## config.mk

```make
export PLATFORM = sky130hd
export DESIGN_NAME = fetch_ctrl_flat
export DESIGN_NICKNAME = d
export VERILOG_FILES = /design/src/rtl/fetch_pkg.sv /design/src/rtl/fetch_ctrl_if.sv /design/src/rtl/fetch_out_reg.sv /design/src/rtl/fetch_ctrl.sv /design/src/flat_wrapper.sv
export SDC_FILE = /design/constraint.sdc
export NUM_CORES = 1
export LEC_CHECK = 0
export CAP_MARGIN = 20
export CORE_MARGIN = 4
export CORE_UTILIZATION = 37
export CTS_CLUSTER_DIAMETER = 30
export DETAILED_ROUTE_END_ITERATION = 8
export GPL_ROUTABILITY_DRIVEN = 0
export PLACE_DENSITY = 0.74
export SLEW_MARGIN = 40
export SYNTH_ARGS = -nofsm -noshare
export SYNTH_HDL_FRONTEND = slang
export SYNTH_HIERARCHICAL = 1
export SYNTH_SLANG_ARGS = --single-unit
```

## constraint.sdc

```tcl
create_clock -name clk -period 2.11 [get_ports clk]
set_input_delay 0.5275 -clock clk [delete_from_list [all_inputs] [get_ports clk]]
set_output_delay 0.5275 -clock clk [all_outputs]
set_load 0.02 [all_outputs]
```

## src/rtl/fetch_pkg.sv

```systemverilog
// Shared definitions for the fetch sequencer.
// Contents: fetch FSM state enum, address/instruction width, default reset PC.
package fetch_pkg;

  localparam int XLEN = 32;

  localparam logic [XLEN-1:0] DEFAULT_RESET_PC = 32'h0000_0000;

  typedef enum logic [1:0] {
    IDLE = 2'd0,
    REQ  = 2'd1,
    DROP = 2'd2
  } fetch_state_e;

endpackage

```

## src/rtl/fetch_ctrl_if.sv

```systemverilog
// Bus bundle between the fetch sequencer, instruction memory and decode.
// Memory side : mem_req, mem_addr (to memory), mem_ack, mem_rdata (from memory)
// Decode side : inst_valid, inst, inst_pc (to decode), inst_ready (from decode)
// master = fetch_ctrl, slave = memory/decode environment.
interface fetch_ctrl_if;
  import fetch_pkg::*;

  logic            mem_req;
  logic [XLEN-1:0] mem_addr;
  logic            mem_ack;
  logic [XLEN-1:0] mem_rdata;
  logic            inst_valid;
  logic            inst_ready;
  logic [XLEN-1:0] inst;
  logic [XLEN-1:0] inst_pc;

  modport master (
    output mem_req, mem_addr, inst_valid, inst, inst_pc,
    input  mem_ack, mem_rdata, inst_ready
  );

  modport slave (
    input  mem_req, mem_addr, inst_valid, inst, inst_pc,
    output mem_ack, mem_rdata, inst_ready
  );

endinterface

```

## src/rtl/fetch_out_reg.sv

```systemverilog
// Single-entry valid/ready output slot holding the fetched instruction.
// Ports:
//   clk, rst        : clock, async active-high reset
//   load            : capture load_inst/load_pc and mark valid
//   load_inst/pc    : incoming instruction word and its fetch address
//   flush           : drop the held word (wins over load)
//   ready           : downstream consumes the word when valid & ready
//   valid, inst, pc : registered slot contents
module fetch_out_reg
  import fetch_pkg::*;
(
  input  logic            clk,
  input  logic            rst,
  input  logic            load,
  input  logic [XLEN-1:0] load_inst,
  input  logic [XLEN-1:0] load_pc,
  input  logic            flush,
  input  logic            ready,
  output logic            valid,
  output logic [XLEN-1:0] inst,
  output logic [XLEN-1:0] pc
);

  always_ff @(posedge clk or posedge rst) begin
    if (rst) begin
      valid <= 1'b0;
      inst  <= '0;
      pc    <= '0;
    end else if (flush) begin
      valid <= 1'b0;
    end else if (load) begin
      valid <= 1'b1;
      inst  <= load_inst;
      pc    <= load_pc;
    end else if (valid && ready) begin
      valid <= 1'b0;
    end
  end

endmodule

```

## src/rtl/fetch_ctrl.sv

```systemverilog
// Fetch sequencer: owns the PC, issues req/ack fetches to instruction memory
// and presents fetched words to decode through a one-entry valid/ready slot.
// Ports:
//   clk, rst         : clock, async active-high reset
//   en               : fetch enable (in-flight request still completes)
//   redirect_valid   : single-cycle pulse loading redirect_addr into the PC
//   redirect_addr    : redirect target
//   bus              : fetch_ctrl_if.master (memory + decode handshakes)
//   perf_fetch_cnt   : [FETCH_CTRL_PERF_EN] delivered fetches
//   perf_stall_cnt   : [FETCH_CTRL_PERF_EN] cycles with inst_valid & ~inst_ready
// Optional build macro: FETCH_CTRL_PERF_EN adds the two performance counters.
//
// state | meaning
// IDLE  | no request outstanding; waits for en and a free output slot
// REQ   | request at pc outstanding; ack data goes to the output slot
// DROP  | request at a pre-redirect address outstanding; ack data discarded
module fetch_ctrl
  import fetch_pkg::*;
#(
  parameter logic [XLEN-1:0] RESET_PC = DEFAULT_RESET_PC,
  parameter logic [XLEN-1:0] PC_STEP  = 32'd4
) (
  input  logic            clk,
  input  logic            rst,
  input  logic            en,
  input  logic            redirect_valid,
  input  logic [XLEN-1:0] redirect_addr,
  fetch_ctrl_if.master    bus
`ifdef FETCH_CTRL_PERF_EN
  ,
  output logic [XLEN-1:0] perf_fetch_cnt,
  output logic [XLEN-1:0] perf_stall_cnt
`endif
);

  fetch_state_e    state_q, state_d;
  logic [XLEN-1:0] pc_q, pc_d;
  logic [XLEN-1:0] drop_addr_q, drop_addr_d;
  logic            load;
  logic            flush;
  logic            slot_free;
  logic            out_valid;
  logic [XLEN-1:0] out_inst;
  logic [XLEN-1:0] out_pc;

  // Slot is free if empty or its word is being consumed this cycle.
  assign slot_free = ~out_valid | bus.inst_ready;

  always_ff @(posedge clk or posedge rst) begin
    if (rst) begin
      state_q     <= IDLE;
      pc_q        <= RESET_PC;
      drop_addr_q <= RESET_PC;
    end else begin
      state_q     <= state_d;
      pc_q        <= pc_d;
      drop_addr_q <= drop_addr_d;
    end
  end

  always_comb begin
    state_d     = state_q;
    pc_d        = pc_q;
    drop_addr_d = drop_addr_q;
    load        = 1'b0;
    flush       = 1'b0;

    if (redirect_valid) begin
      flush = 1'b1;
      pc_d  = redirect_addr;
      unique case (state_q)
        REQ: begin
          if (bus.mem_ack) begin
            state_d = en ? REQ : IDLE;
          end else begin
            // Request cannot be withdrawn: keep it up at the old address.
            state_d     = DROP;
            drop_addr_d = pc_q;
          end
        end
        DROP: begin
          if (bus.mem_ack) state_d = en ? REQ : IDLE;
        end
        default: state_d = en ? REQ : IDLE;
      endcase
    end else begin
      unique case (state_q)
        IDLE: begin
          if (en && slot_free) state_d = REQ;
        end
        REQ: begin
          if (bus.mem_ack) begin
            load = 1'b1;
            pc_d = pc_q + PC_STEP;
            // The new word occupies the slot next cycle; keep fetching only
            // while decode is accepting. Decode is expected not to drop
            // inst_ready while a word is held and a request is outstanding.
            state_d = (en && bus.inst_ready) ? REQ : IDLE;
          end
        end
        DROP: begin
          if (bus.mem_ack) state_d = en ? REQ : IDLE;
        end
        default: state_d = IDLE;
      endcase
    end
  end

  // Decoded from registered state only.
  assign bus.mem_req  = (state_q != IDLE);
  assign bus.mem_addr = (state_q == DROP) ? drop_addr_q : pc_q;

  fetch_out_reg u_out_reg (
    .clk       (clk),
    .rst       (rst),
    .load      (load),
    .load_inst (bus.mem_rdata),
    .load_pc   (pc_q),
    .flush     (flush),
    .ready     (bus.inst_ready),
    .valid     (out_valid),
    .inst      (out_inst),
    .pc        (out_pc)
  );

  assign bus.inst_valid = out_valid;
  assign bus.inst       = out_inst;
  assign bus.inst_pc    = out_pc;

`ifdef FETCH_CTRL_PERF_EN
  logic [XLEN-1:0] fetch_cnt_q;
  logic [XLEN-1:0] stall_cnt_q;

  always_ff @(posedge clk or posedge rst) begin
    if (rst) begin
      fetch_cnt_q <= '0;
      stall_cnt_q <= '0;
    end else begin
      if (load) fetch_cnt_q <= fetch_cnt_q + 32'd1;
      if (out_valid && !bus.inst_ready) stall_cnt_q <= stall_cnt_q + 32'd1;
    end
  end

  assign perf_fetch_cnt = fetch_cnt_q;
  assign perf_stall_cnt = stall_cnt_q;
`endif

endmodule

```

## src/flat_wrapper.sv

```systemverilog
// flat-port wrapper written by rule: the top's interface ports become plain ports
module fetch_ctrl_flat import fetch_pkg::*;
#(
  parameter logic [XLEN-1:0] RESET_PC = DEFAULT_RESET_PC,
  parameter logic [XLEN-1:0] PC_STEP  = 32'd4
)
  (clk, rst, en, redirect_valid, redirect_addr, bus_mem_req, bus_mem_addr, bus_inst_valid, bus_inst, bus_inst_pc, bus_mem_ack, bus_mem_rdata, bus_inst_ready);
  fetch_ctrl_if bus_i ();
  input  logic clk;
  input  logic rst;
  input  logic en;
  input  logic redirect_valid;
  input  logic [XLEN-1:0] redirect_addr;
  output wire logic [$bits(bus_i.mem_req)-1:0] bus_mem_req;
  output wire logic [$bits(bus_i.mem_addr)-1:0] bus_mem_addr;
  output wire logic [$bits(bus_i.inst_valid)-1:0] bus_inst_valid;
  output wire logic [$bits(bus_i.inst)-1:0] bus_inst;
  output wire logic [$bits(bus_i.inst_pc)-1:0] bus_inst_pc;
  input wire logic [$bits(bus_i.mem_ack)-1:0] bus_mem_ack;
  input wire logic [$bits(bus_i.mem_rdata)-1:0] bus_mem_rdata;
  input wire logic [$bits(bus_i.inst_ready)-1:0] bus_inst_ready;
  assign bus_mem_req = bus_i.mem_req;
  assign bus_mem_addr = bus_i.mem_addr;
  assign bus_inst_valid = bus_i.inst_valid;
  assign bus_inst = bus_i.inst;
  assign bus_inst_pc = bus_i.inst_pc;
  assign bus_i.mem_ack = bus_mem_ack;
  assign bus_i.mem_rdata = bus_mem_rdata;
  assign bus_i.inst_ready = bus_inst_ready;
  fetch_ctrl #(.RESET_PC(RESET_PC), .PC_STEP(PC_STEP)) u_core (.clk(clk), .rst(rst), .en(en), .redirect_valid(redirect_valid), .redirect_addr(redirect_addr), .bus(bus_i));
endmodule
```

After elaboration in Yosys (flattened, before gate mapping)

Index checks and enable logic that the tools add are counted.

RAM bits: 0
Bits in read-only memories: 0
Input bits: 70
Latch bits: 0
Register bits after elaboration: 131
Output and inout port bits: 98
Memories: 0
Logic and storage cells: 47

Order comparisons: 0
Div/mod/pow operators: 0
Bitwise operators: 4
Multiplexer cells: 20
Shift operators: 0
Multiply operators: 0
Equal/unequal tests: 4
Add/subtract/negate cells: 1
Reductions and logical operators: 12

Operators with widths:

| kind                                                  | number |
|---|---|
| two-way mux 32 bit                                    | 4 |
| adder 32 x 3 -> 32 bit, second input constant         | 1 |
| two-way mux 2 bit                                     | 5 |
| two-way mux 1 bit                                     | 9 |
| case mux 2 bit (3 select lines)                       | 1 |
| AND reduction 2 bit                                   | 3 |
| nonzero test 2 bit                                    | 3 |
| case mux 2 bit (2 select lines)                       | 1 |
| logical AND 1 bit                                     | 3 |
| inequality test 3 x 2 -> 1 bit, second input constant | 1 |
| inequality test 3 bit, second input constant          | 1 |
| NOT 1 bit                                             | 3 |
| AND reduction 3 bit                                   | 1 |
| nonzero test 3 bit                                    | 1 |
| == test 2 x 1 -> 1 bit, second input constant         | 1 |
| == test 2 bit, second input constant                  | 1 |
| logical NOT 2 bit                                     | 1 |
| OR 1 bit                                              | 1 |

Depth between registers and ports, before layout

Gate-level depths: netlist (run 1).

Depth after elaboration: 6
Depth in mapped cells: 9
Gate-level depth less buffers: 6

By module

The synthesis (run 1) kept the hierarchy.

Modules (own cells, without submodules):

| module        | area each (um2) | seq. area each (um2) | cells an instance | times used |
|---|---|---|---|---|
| fetch_ctrl    | 3,626.0         | 1,651.6              | 358               | 1 |
| fetch_out_reg | 2,745.1         | 1,626.6              | 141               | 1 |

Worst setup path before layout (run 1)

Ideal clock, no wire load.

Kind: input port to flip-flop
Start point: input port redirect_valid
End point: register u_core.u_out_reg.inst[0]
Buffers on the path: 5
Required time: 1.985 ns
Stages: 8
Setup slack: -0.131 ns
Library setup time: 0.125 ns
Arrival: 2.116 ns
Cells stage by stage: clkbuf_1 clkbuf_1 buf_1 nor2_1 nor2b_4 buf_12 buf_12 mux2_4

Elaborated cells between the ends (all ways): 4
Those cells by class: mux (2); bitwise (1); reduce/logical (1)

RTL lines:

| what                          | RTL line            | text |
|---|---|---|
| start: declaration            | flat_wrapper.sv:12  | `input logic redirect_valid;` |
| two-way mux 1 bit             | fetch_ctrl.sv:68    | `if (redirect_valid) begin` |
| named net u_core.load         | fetch_ctrl.sv:39    | `logic load;` |
| AND reduction 2 bit (no line) | -                   |  |
| end signal: assignment        | fetch_out_reg.sv:33 | `inst <= load_inst;` |
| end: declaration              | fetch_out_reg.sv:20 | `output logic [XLEN-1:0] inst,` |

The timed path passes the listed nets, and every way through them passes these cells.
A chain may end at the register's enable or synchronous reset.

Worst setup path after layout (run 1)

Start point: register u_core.state_q[0]
End point: output port bus_mem_addr[19]

Cells in the longest elaborated chain, start to end: 2

Ends and longest elaborated chain:

| what                     | RTL line           | text |
|---|---|---|
| start: declaration       | fetch_ctrl.sv:36   | `fetch_state_e state_q, state_d;` |
| start signal: assignment | fetch_ctrl.sv:55   | `state_q <= state_d;` |
| == test 2 bit            | fetch_ctrl.sv:111  | `assign bus.mem_addr = (state_q == DROP) ? drop_addr_q : pc_q;` |
| two-way mux 32 bit       | fetch_ctrl.sv:111  |  |
| end: declaration         | flat_wrapper.sv:15 | `output wire logic [$bits(bus_i.mem_addr)-1:0] bus_mem_addr;` |

Every way passes these cells.

==> metrics.txt, run 1 <==
post-DR wirelength/cell=19.73 um; Clock Pin Slew Worst Setup and Hold Paths=0.06 ns; CP endpoint kind=primary output; minimum clock period=2.308 ns; multi-input logic area=0.003067 sq mm; Die Y=139.2 um; total negative slack=-4.941 ns; initial antenna violation count=0; Pwr Total=11.99 mW; simple-gate portion of the synthesized area=0.09701; Remaining Overflow, GRT=0; Synth Area in XOR/XNOR=0.01512; GRT Resource Usage Total=0.1847; cell area after technology mapping=0.006371 sq mm; Worst R2R Start=u_core/state_q[1]; final core utilization=0.5888; post-synthesis sequential area ratio=0.5145; Max Clk Rate=433.3 MHz; largest net degree at the start of global routing=67; min-delay worst type=reg -> reg; Max Cap Viol=0; CTS tree=done; Clock Skew=0.01645 ns; DR iter-0 viols=294; P&R area growth vs syn=54.34%; Register-to-Register Path Depth=7; vias per cell=5.167; Layout fillers=1301; Layout Cells excl Fill=958; clock tree sinks=131; Area after DPL=0.008528 sq mm; main combinational cell family by area after synthesis=multiplexers; syn avg cell area=12.77 sq um; # DRC=0; first-pass GRT wire length=28.60 mm; Vias=4950; Post-Place Setup Slack=-0.4016 ns; vias in the first global route=5190; CTS buffer count=17; Total Routed Length=18.90 mm; Startpoint Class=flop; Crit Path Category=reg -> out; final net count=800; die width=139.2 um; Worst Slack Setup Final=-0.1977 ns; EDFF count, synth=0; area leader, netlist=dfrtp_1; Compound-Gate Fraction of Synth Area=0.06324; r2r setup slk=-0.08 ns; clk root buf=clkbuf_16; Crit Path Max Fanout=8; I/O pin count=168; Final Setup Violations=37; # hold bufs at CTS=0; worst slew pin tran=0.3825 ns; reg2reg end=u_core/pc_q[29]; total inserted antenna cells=0; Slew headroom=0.7445; detailed-router iteration count before antenna repair=5; worst hold margin=0.4846 ns; Pins Over Slew Limit=0; hold path depth=2; Post-Synth Adder-Cell Area=0.009819; Clk Latency, worst-skew pair=0.42 ns; area of the die=0.01938 sq mm; synthesis-stage register bit count=131; critical path required time=1.58 ns; Port Buffer Count=167; status=finished, violations left; P_leak=4.193 nW; share of layout cells above drive strength 1=0.4011; failing checks=setup timing; Critical Path AT=1.78 ns; RSZ-0062 raised after global routing=yes; Synth Warn #=6; CTS max path bufs=2; Register Area=0.003278 sq mm; synthesized netlist net count=574; DPL Wire Length=12.25 mm; Hold Path End=u_core/drop_addr_q[11]; Hold Fails Final Rpt=0; post-synthesis mux area share=0.2524; antenna-violating nets left=0; Core Area=0.01670 sq mm; ys flop type=dfrtp_1; Post-Place Cells=901; largest cells by area after synthesis=dfrtp_1 51%, mux2_4 14%, mux2_2 11%; Peak VDD IR=0.6393 mV; Synth cell types=46; H-Tree Depth=4; crit share post-route=1.094; Final Instance Area=0.009833 sq mm; Initial Util=0.3815; pwr dens=1219 mW/mm^2; Async SR Flop Fraction=1.000; row count=47; Synth top area share=0.5145; worst hold start=u_core/drop_addr_q[11]; Synth Instances=499
-- layer usage --
metal / part of all wire / track usage / routed length (um) / vias up
li1: - / - / - / 2253
met1: 0.42 / 0.2369 / 8023 / 2484
met2: 0.49 / 0.2995 / 9348 / 185
met3: 0.060 / 0.05009 / 1128 / 28
met4: 0.021 / 0.07055 / 397 / 0
met5: 0 / 0 / 0 / -
-- critical path: stages (launching register included) --
cell     delay, ns
dfrtp_1       0.39
inv_2         0.08
ha_4          0.16
buf_12        0.13
buf_12        0.14
mux2_4        0.32
buf_6         0.13
-- timing repair --
item	in CTS	in global routing
setup buffers	11	4
setup endpoints to repair	88	109
gates resized for setup	213	50
pin swaps	5	9
cloned	3	8
-- report_power, final --
part	leakage (nW)	internal [mW]	switching, mW
logic	2.37	2.94	2.16
clock network	0.250	1.62	1.14
registers	1.57	3.51	0.623
-- cells by family after synthesis --
group	after synthesis
multiplexers	123
adder cells (fa/ha/maj)	5
AO/OA/AOI/OAI	66
buffers and inverters	48
AND/OR/NAND/NOR	115
XOR/XNOR	11
flip-flops	131
-- final cells by class --
type | instances | share of cell area
Sequential cell | 131 | 0.3334
Clock buffer | 17 | 0.04326
Tap cell | 220 | 0.02799
Inverter | 14 | 0.006362
Timing Repair Buffer | 240 | 0.2634
Multi-Input combinational cell | 321 | 0.3119
Clock inverter | 15 | 0.01374
-- state kept, by name (all words and copies together), names as in the netlist --
signal / count
u_core/drop_addr_q: 32
u_core/u_out_reg/valid: 1
u_core/u_out_reg/pc: 32
u_core/pc_q: 32
u_core/state_q: 2
u_core/u_out_reg/inst: 32
-- worst max path at each step --
stage                       from          endpoint  slack, ns  cells past startpoint
5_1_grt        u_core/state_q[0]  bus_mem_addr[19]      -0.25                      6
6_report       u_core/state_q[0]  bus_mem_addr[19]      -0.20                      6
2_1_floorplan  u_core/state_q[0]  bus_mem_addr[10]      0.004                      5
4_1_cts        u_core/state_q[0]  bus_mem_addr[25]      -0.23                      6
3_5_place_dp         bus_mem_ack   u_core/pc_q[21]      -0.40                      6
3_3_place_gp         bus_mem_ack   u_core/pc_q[29]      -0.35                      5
-- cell usage in the layout (no fill, tap or decap), types with 4 or more instances in the layout --
cell type,n
nor2_1,16
inv_1,10
a31oi_1,12
mux2_2,34
clkbuf_16,23
clkinvlp_4,10
nand4_1,12
xor2_1,7
buf_4,44
or4_4,4
o21ai_0,26
o31ai_1,4
a21oi_1,5
or4_1,4
dfrtp_1,131
buf_6,38
clkdlybuf4s50_1,133
nand3_1,11
nand2_1,30
xnor2_1,4
or3_1,6
mux2_4,87
nand2_2,4
buf_12,12
o211ai_1,4
-- Yosys cell counts, types with 5 or more instances --
| cell | instances |
|---|---|
| mux2_4 | 60 |
| o31ai_1 | 5 |
| xor2_1 | 7 |
| a31oi_1 | 13 |
| nand3_1 | 11 |
| nand4_1 | 12 |
| inv_1 | 14 |
| or4_1 | 6 |
| nand2_1 | 35 |
| dfrtp_1 | 131 |
| ha_1 | 5 |
| mux2_2 | 61 |
| o21ai_0 | 31 |
| nor2_1 | 17 |
| clkbuf_1 | 16 |
| or3_1 | 7 |
| a21oi_1 | 5 |
| buf_2 | 6 |
| buf_12 | 7 |
Note: power is estimated with default switching activity, not from simulation.
==> run 2, diff against run 1 <==
--- a/config.mk
+++ b/config.mk
@@ -11,6 +11,7 @@
 export CTS_CLUSTER_DIAMETER = 30
 export DETAILED_ROUTE_END_ITERATION = 8
 export GPL_ROUTABILITY_DRIVEN = 0
+export HOLD_SLACK_MARGIN = 0.02
 export PLACE_DENSITY = 0.74
 export SLEW_MARGIN = 40
 export SYNTH_ARGS = -nofsm -noshare
==> constraint.sdc (replaced) <==
create_clock -name clk -period 2 [get_ports clk]
set_input_delay 0.5 -clock clk [delete_from_list [all_inputs] [get_ports clk]]
set_output_delay 0.5 -clock clk [all_outputs]
set_load 0.02 [all_outputs]
==> metrics.txt, run 2 (synthesis results as in run 1) <==
initial antenna violation count=0 (unchanged); total negative slack=-15.39 ns (-10.45 ns); detailed-router iteration count before antenna repair=4 (-1); Post-Place Cells=914 (+1.4%); vias per cell=5.133 (-0.67%); pwr dens=1285 mW/mm^2 (+5.4%); Crit Path Category=reg -> out; H-Tree Depth=4 (unchanged); DR iter-0 viols=356 (+21%); first-pass GRT wire length=30.50 mm (+6.7%); Area after DPL=0.008657 sq mm (+1.5%); Worst Slack Setup Final=-0.2604 ns (-0.06269 ns); Max Cap Viol=0 (unchanged); Clk Latency, worst-skew pair=0.41 ns (about the same); Sw Share=0.3165 (-0.01036); failing checks=setup timing; Pwr Total=12.93 mW (+7.8%); CP endpoint kind=primary output; final net count=815 (+1.9%); proportion of power drawn by the clock network=0.238 (+0.008); sequential power share=0.336 (-0.009); Final Setup Violations=110 (+200%); P_leak=4.334 nW (+3.4%); share of layout cells above drive strength 1=0.4130 (+0.01193); post-DR wirelength/cell=20.14 um (+2.1%); crit share post-route=1.130; minimum clock period=2.260 ns; clk root buf=clkbuf_16; Critical Path AT=1.76 ns (-0.02 ns); Max Clk Rate=442.4 MHz; worst slew pin tran=0.4468 ns (+0.06430 ns); I/O pin count=168 (unchanged); area of the die=0.01938 sq mm (unchanged); met3 Use GR=0.05866 (+0.008576); busiest grt layer=met2; Remaining Overflow, GRT=0 (unchanged); # DRC=0 (unchanged); CTS tree=done; DPL Wire Length=12.59 mm (+2.8%); Slew headroom=0.7015 (-0.04296); Clock Pin Slew Worst Setup and Hold Paths=0.05 ns (about the same); Vias=4994 (+0.89%); GRT Resource Usage Total=0.1992 (+0.01454); Core Area=0.01670 sq mm (unchanged); row count=47 (unchanged); Comb pwr share=0.427 (+0.002); Hold Fails Final Rpt=0 (unchanged); clock tree sinks=131 (unchanged); vias in the first global route=5444 (+4.9%); Pins Over Slew Limit=0 (unchanged); M2 GR Usage=0.3288 (+0.02926); Final Instance Area=0.01006 sq mm (+2.3%); Startpoint Class=flop; Port Buffer Count=167 (unchanged); die width=139.2 um (unchanged); Total Routed Length=19.59 mm (+3.7%); # hold bufs at CTS=0 (unchanged); Crit Path Max Fanout=5 (-3); CTS max path bufs=2 (unchanged); Peak VDD IR=0.6744 mV (+5.5%); final core utilization=0.6026 (+0.01379); Clock Skew=0.006163 ns (-0.01029 ns); P&R area growth vs syn=57.95%; Die Y=139.2 um (unchanged); GR met1 Demand/Resource=0.2479 (+0.01104); largest net degree at the start of global routing=67 (unchanged); total inserted antenna cells=0 (unchanged); most common cell after layout, fill and taps aside=clkdlybuf4s50_1; CTS buffer count=17 (unchanged); min-delay worst type=in -> reg; commonest non-fill, non-tap cells in the layout=133 x clkdlybuf4s50_1, 131 x dfrtp_1, 84 x mux2_4, 58 x buf_4, 37 x mux2_2; critical path required time=1.50 ns (-0.08 ns); RSZ-0062 raised after global routing=yes; P_int=8.837 mW (+9.5%); Layout Cells excl Fill=973 (+1.6%); Psw=4.092 mW (+4.4%); status=finished, violations left; antenna-violating nets left=0 (unchanged); Initial Util=0.3815 (unchanged)
==> run 2: timing repair <==
action                                  4_1_cts  5_1_grt
resized for setup                           199       60
pin swaps                                    13        6
gates cloned                                 10        2
endpoints found under the setup margin      115      115
setup buffers                                17        2
==> run 2: power groups by stage <==
stage          logic, mW  clock network (mW)  registers [mW]
4_1_cts             5.43                3.14            4.32
3_3_place_gp        4.99                   0            4.28
2_1_floorplan       2.01                   0            5.07
5_1_grt             5.80                3.27            4.48
3_5_place_dp        5.12                   0            4.34
6_report            5.52                3.07            4.34
==> run 2: critical path: stages (launching register included) <==
cell and delay, ns:
dfrtp_1 0.39, inv_2 0.09, ha_4 0.16, buf_12 0.12
clkbuf_16 0.15, mux2_4 0.31, buf_6 0.13
==> run 2: stage by stage <==
| step | hold WS, ns | worst slack [ns] |
|---|---|---|
| 2_1_floorplan | 0.4497 | 0.007617 |
| 3_3_place_gp | 0.4633 | -0.4545 |
| 3_5_place_dp | 0.4717 | -0.5171 |
| 4_1_cts | 0.3234 | -0.3106 |
| 5_1_grt | 0.3902 | -0.3129 |
| 6_report | 0.3732 | -0.2604 |
==> run 2: cell type report <==
| class | instances | area, sq um |
|---|---|---|
| clock buffer | 23 | 488.0 |
| clock inverter | 9 | 102.6 |
| fill | 1270 | 6638 |
| inverter | 14 | 62.56 |
| multi-input combinational | 321 | 3094 |
| sequential | 131 | 3278 |
| tap | 220 | 275.3 |
| timing repair buffer | 255 | 2763 |
==> run 2: worst paths after layout <==
check                      slack, ns  cells past startpoint                         to                  start
setup / recovery               -0.26                      6           bus_mem_addr[18]      u_core/state_q[0]
hold / removal                  0.37                      2     u_core/u_out_reg/valid         redirect_valid
setup reg to reg               -0.22                     11     u_core/u_out_reg/pc[4]      u_core/state_q[1]
hold reg to reg                 0.48                      2      u_core/drop_addr_q[9]  u_core/drop_addr_q[9]
max in group asynchronous       0.97                      3  u_core/u_out_reg/inst[23]                    rst
min in group asynchronous       0.53                      2     u_core/u_out_reg/pc[7]                    rst
==> run 2: metal layers <==
layer / up-vias / wire, um
met2: 201 / 9479
met3: 39 / 1325
met4: 0 / 517
li1: 2281 / -
met1: 2473 / 8269
met5: - / 0
==> run 3, diff against run 2 <==
--- a/config.mk
+++ b/config.mk
@@ -12,9 +12,8 @@
 export DETAILED_ROUTE_END_ITERATION = 8
 export GPL_ROUTABILITY_DRIVEN = 0
 export HOLD_SLACK_MARGIN = 0.02
-export PLACE_DENSITY = 0.74
+export PLACE_DENSITY = 0.75
 export SLEW_MARGIN = 40
 export SYNTH_ARGS = -nofsm -noshare
 export SYNTH_HDL_FRONTEND = slang
-export SYNTH_HIERARCHICAL = 1
 export SYNTH_SLANG_ARGS = --single-unit
==> metrics.txt, run 3 <==
post-DR wirelength/cell=18.26 um (-9.3%); final core utilization=0.5999 (-0.002688); cell area after technology mapping=0.006016 sq mm (-5.6%); sequential power share=0.351 (+0.015); Core Area=0.01589 sq mm (-4.9%); vias in the first global route=5245 (-3.7%); total inserted antenna cells=0 (unchanged); Crit Path Category=reg -> out; clock tree sinks=131 (unchanged); # DRC=0 (unchanged); I/O pin count=168 (unchanged); Port Buffer Count=167 (unchanged); Sw Share=0.3109 (-0.005563); P_leak=4.044 nW (-6.7%); CTS tree=done; largest net degree at the start of global routing=46 (-31%); commonest non-fill, non-tap cells in the layout=134 x clkdlybuf4s50_1, 131 x dfrtp_1, 90 x mux2_2, 62 x buf_4, 44 x nand2_1; initial antenna violation count=1 (+1); Total Routed Length=17.58 mm (-10%); row count=46 (-2.1%); # hold bufs at CTS=0 (unchanged); DPL Wire Length=12.66 mm (+0.49%); top-count cell post-synth=dfrtp_1; Worst Slack Setup Final=-0.2949 ns (-0.03448 ns); vias per cell=5.123 (-0.20%); status=finished, violations left; crit share post-route=1.147 (+0.01724); Layout Cells excl Fill=963 (-1.0%); Psw=3.661 mW (-11%); Post-synth top cells=131 x dfrtp_1, 118 x mux2_2, 48 x nand2_1; antenna-violating nets left=0 (unchanged); final net count=809 (-0.74%); Clk Latency, worst-skew pair=0.42 ns (about the same); post-synthesis sequential area ratio=0.5449 (+0.03039); proportion of power drawn by the clock network=0.282 (+0.044); die width=135.5 um (-2.7%); CP endpoint kind=primary output; Clock Pin Slew Worst Setup and Hold Paths=0.06 ns (about the same); EDFF count, synth=0 (unchanged); synthesis-stage register bit count=131 (unchanged); RSZ-0062 raised after global routing=yes; worst slew pin tran=0.4714 ns (+0.02461 ns); Max Clk Rate=435.8 MHz (-1.5%); Die Y=135.5 um (-2.7%); min-delay worst type=in -> async; P&R area growth vs syn=58.40%; P_int=8.113 mW (-8.2%); area leader, netlist=dfrtp_1; synthesized netlist net count=574 (unchanged); Clock Skew=0.009136 ns (+0.002973 ns); critical path required time=1.50 ns (about the same); Max Cap Viol=0 (unchanged); Peak VDD IR=0.6182 mV (-8.3%); area of the die=0.01836 sq mm (-5.3%); Vias=4933 (-1.2%); Crit Path Max Fanout=8 (+3); Comb pwr share=0.367 (-0.060); detailed-router iteration count before antenna repair=4 (unchanged); CTS buffer count=17 (unchanged); Pins Over Slew Limit=0 (unchanged); Synth Instances=499 (unchanged); Critical Path AT=1.79 ns (+0.03 ns); H-Tree Depth=4 (unchanged); Hold Fails Final Rpt=0 (unchanged); Remaining Overflow, GRT=0 (unchanged); Pwr Total=11.77 mW (-8.9%); Slew headroom=0.6851 (-0.01644); Async SR Flop Fraction=1.000 (unchanged); GRT Resource Usage Total=0.1901 (-0.009065); failing checks=setup timing; minimum clock period=2.295 ns (+0.03448 ns); DR iter-0 viols=133 (-63%); Synth Warn #=0 (-6); syn avg cell area=12.06 sq um (-5.6%); share of layout cells above drive strength 1=0.3963 (-0.01676); pwr dens=1236 mW/mm^2 (-3.8%); CTS max path bufs=2 (unchanged); Synth cell types=40 (-13%); most common cell after layout, fill and taps aside=clkdlybuf4s50_1; clk root buf=clkbuf_16; largest cells by area after synthesis=dfrtp_1 54%, mux2_2 22%, nand2_1 3.0%; Post-Place Cells=914 (unchanged); Final Setup Violations=41 (-63%); Startpoint Class=flop; Synth top area share=0.5449 (+0.03039); Initial Util=0.3787 (-0.002778); first-pass GRT wire length=27.10 mm (-11%); Layout fillers=1281 (+0.87%); ys flop type=dfrtp_1
-- run 3: cell types whose count changed in the layout (fill, tap and decap cells not counted), moves of 5 or more --
cell / change
nand4_1: -6
xnor2_1: +6
mux2_2: +53
o21ai_0: +5
nand2_1: +12
xor2_1: -5
buf_16: -6
buf_12: -6
mux2_4: -56
-- run 3: path summary, 6_finish.rpt --
check	start	endpoint	slack (ns)	depth (start not counted)
worst max-delay path	u_core.state_q[1]	bus_mem_addr[12]	-0.29	5
worst min-delay path	rst	u_core.u_out_reg.pc[27]	0.47	2
worst max register to register	u_core.state_q[1]	u_core.pc_q[25]	-0.26	7
worst min register to register	u_core.u_out_reg.pc[22]	u_core.u_out_reg.pc[22]	0.48	2
max in group asynchronous	rst	u_core.u_out_reg.pc[15]	0.95	3
min in group clk	u_core.u_out_reg.pc[22]	u_core.u_out_reg.pc[22]	0.48	2
-- run 3: metrics by stage --
| stage | hold WS, ns | cell area, sq um | setup slack [ns] | setup TNS, ns |
|---|---|---|---|---|
| after detailed placement | 0.4704 | 8413 | -0.5755 | -27.93 |
| after CTS | 0.4559 | 9286 | -0.2981 | -9.404 |
| after floorplan | 0.4497 | 6061 | -0.1232 | -16.25 |
| after global placement | 0.4616 | 8413 | -0.5287 | -26.52 |
| final | 0.4684 | 9529 | -0.2949 | -9.736 |
| after global routing | 0.4694 | 9529 | -0.3396 | -11.66 |
-- run 3: repair_timing --
item / 4_1_cts / 5_1_grt
cloned: 1 / 2
setup buffers: 8 / 9
setup endpoints to repair: 46 / 55
pin swaps: 16 / 13
resized for setup: 214 / 53
-- run 3: worst max-delay path, stage by stage, from the launching register on --
cell	delay [ns]
dfrtp_1	0.40
buf_6	0.12
ha_4	0.22
buf_8	0.18
mux2_4	0.32
buf_6	0.13
-- run 3: cells by family (layout without fill, tap and decap cells) --
| group | count (synthesis) | count (layout) | share of synthesized area |
|---|---|---|---|
| xor gates and xnor gates | 13 | 13 | 0.01893 |
| buffers and inverters | 41 | 289 | 0.03120 |
| DFF | 131 | 131 | 0.5449 |
| and+or+nand+nor | 122 | 122 | 0.1055 |
| adders and majority gates | 5 | 5 | 0.01040 |
| AOI/OAI and AO/OA | 67 | 67 | 0.06489 |
| muxes | 120 | 120 | 0.2242 |
-- run 3: final cells by class --
type | instances | area [sq um] | share of cell area
sequential | 131 | 3278 | 0.3440
multi-input combinational | 327 | 2833 | 0.2973
timing repair buffer | 247 | 2466 | 0.2588
clock buffer | 19 | 452.9 | 0.04753
tap | 216 | 270.3 | 0.02836
clock inverter | 13 | 182.7 | 0.01917
inverter | 10 | 46.29 | 0.004858
-- run 3: power by group through the flow --
| stage | Combinational, mW | Clock [mW] | Sequential [mW] |
|---|---|---|---|
| 6_report | 4.32 | 3.32 | 4.13 |
| 5_1_grt | 4.59 | 3.52 | 4.24 |
| 4_1_cts | 4.25 | 3.38 | 4.11 |
| 3_5_place_dp | 4.13 | 0 | 4.14 |
| 3_3_place_gp | 4.06 | 0 | 4.07 |
| 2_1_floorplan | 1.37 | 0 | 4.80 |
-- run 3: per-layer routing --
| metal | part of all wire | vias to the layer above | track usage | routed length (um) |
|---|---|---|---|---|
| met5 | 0.00074 | - | 0 | 13 |
| met4 | 0.014 | 2 | 0.05375 | 243 |
| met3 | 0.083 | 24 | 0.07764 | 1461 |
| met2 | 0.49 | 174 | 0.3230 | 8697 |
| met1 | 0.41 | 2471 | 0.2224 | 7163 |
| li1 | - | 2262 | - | - |
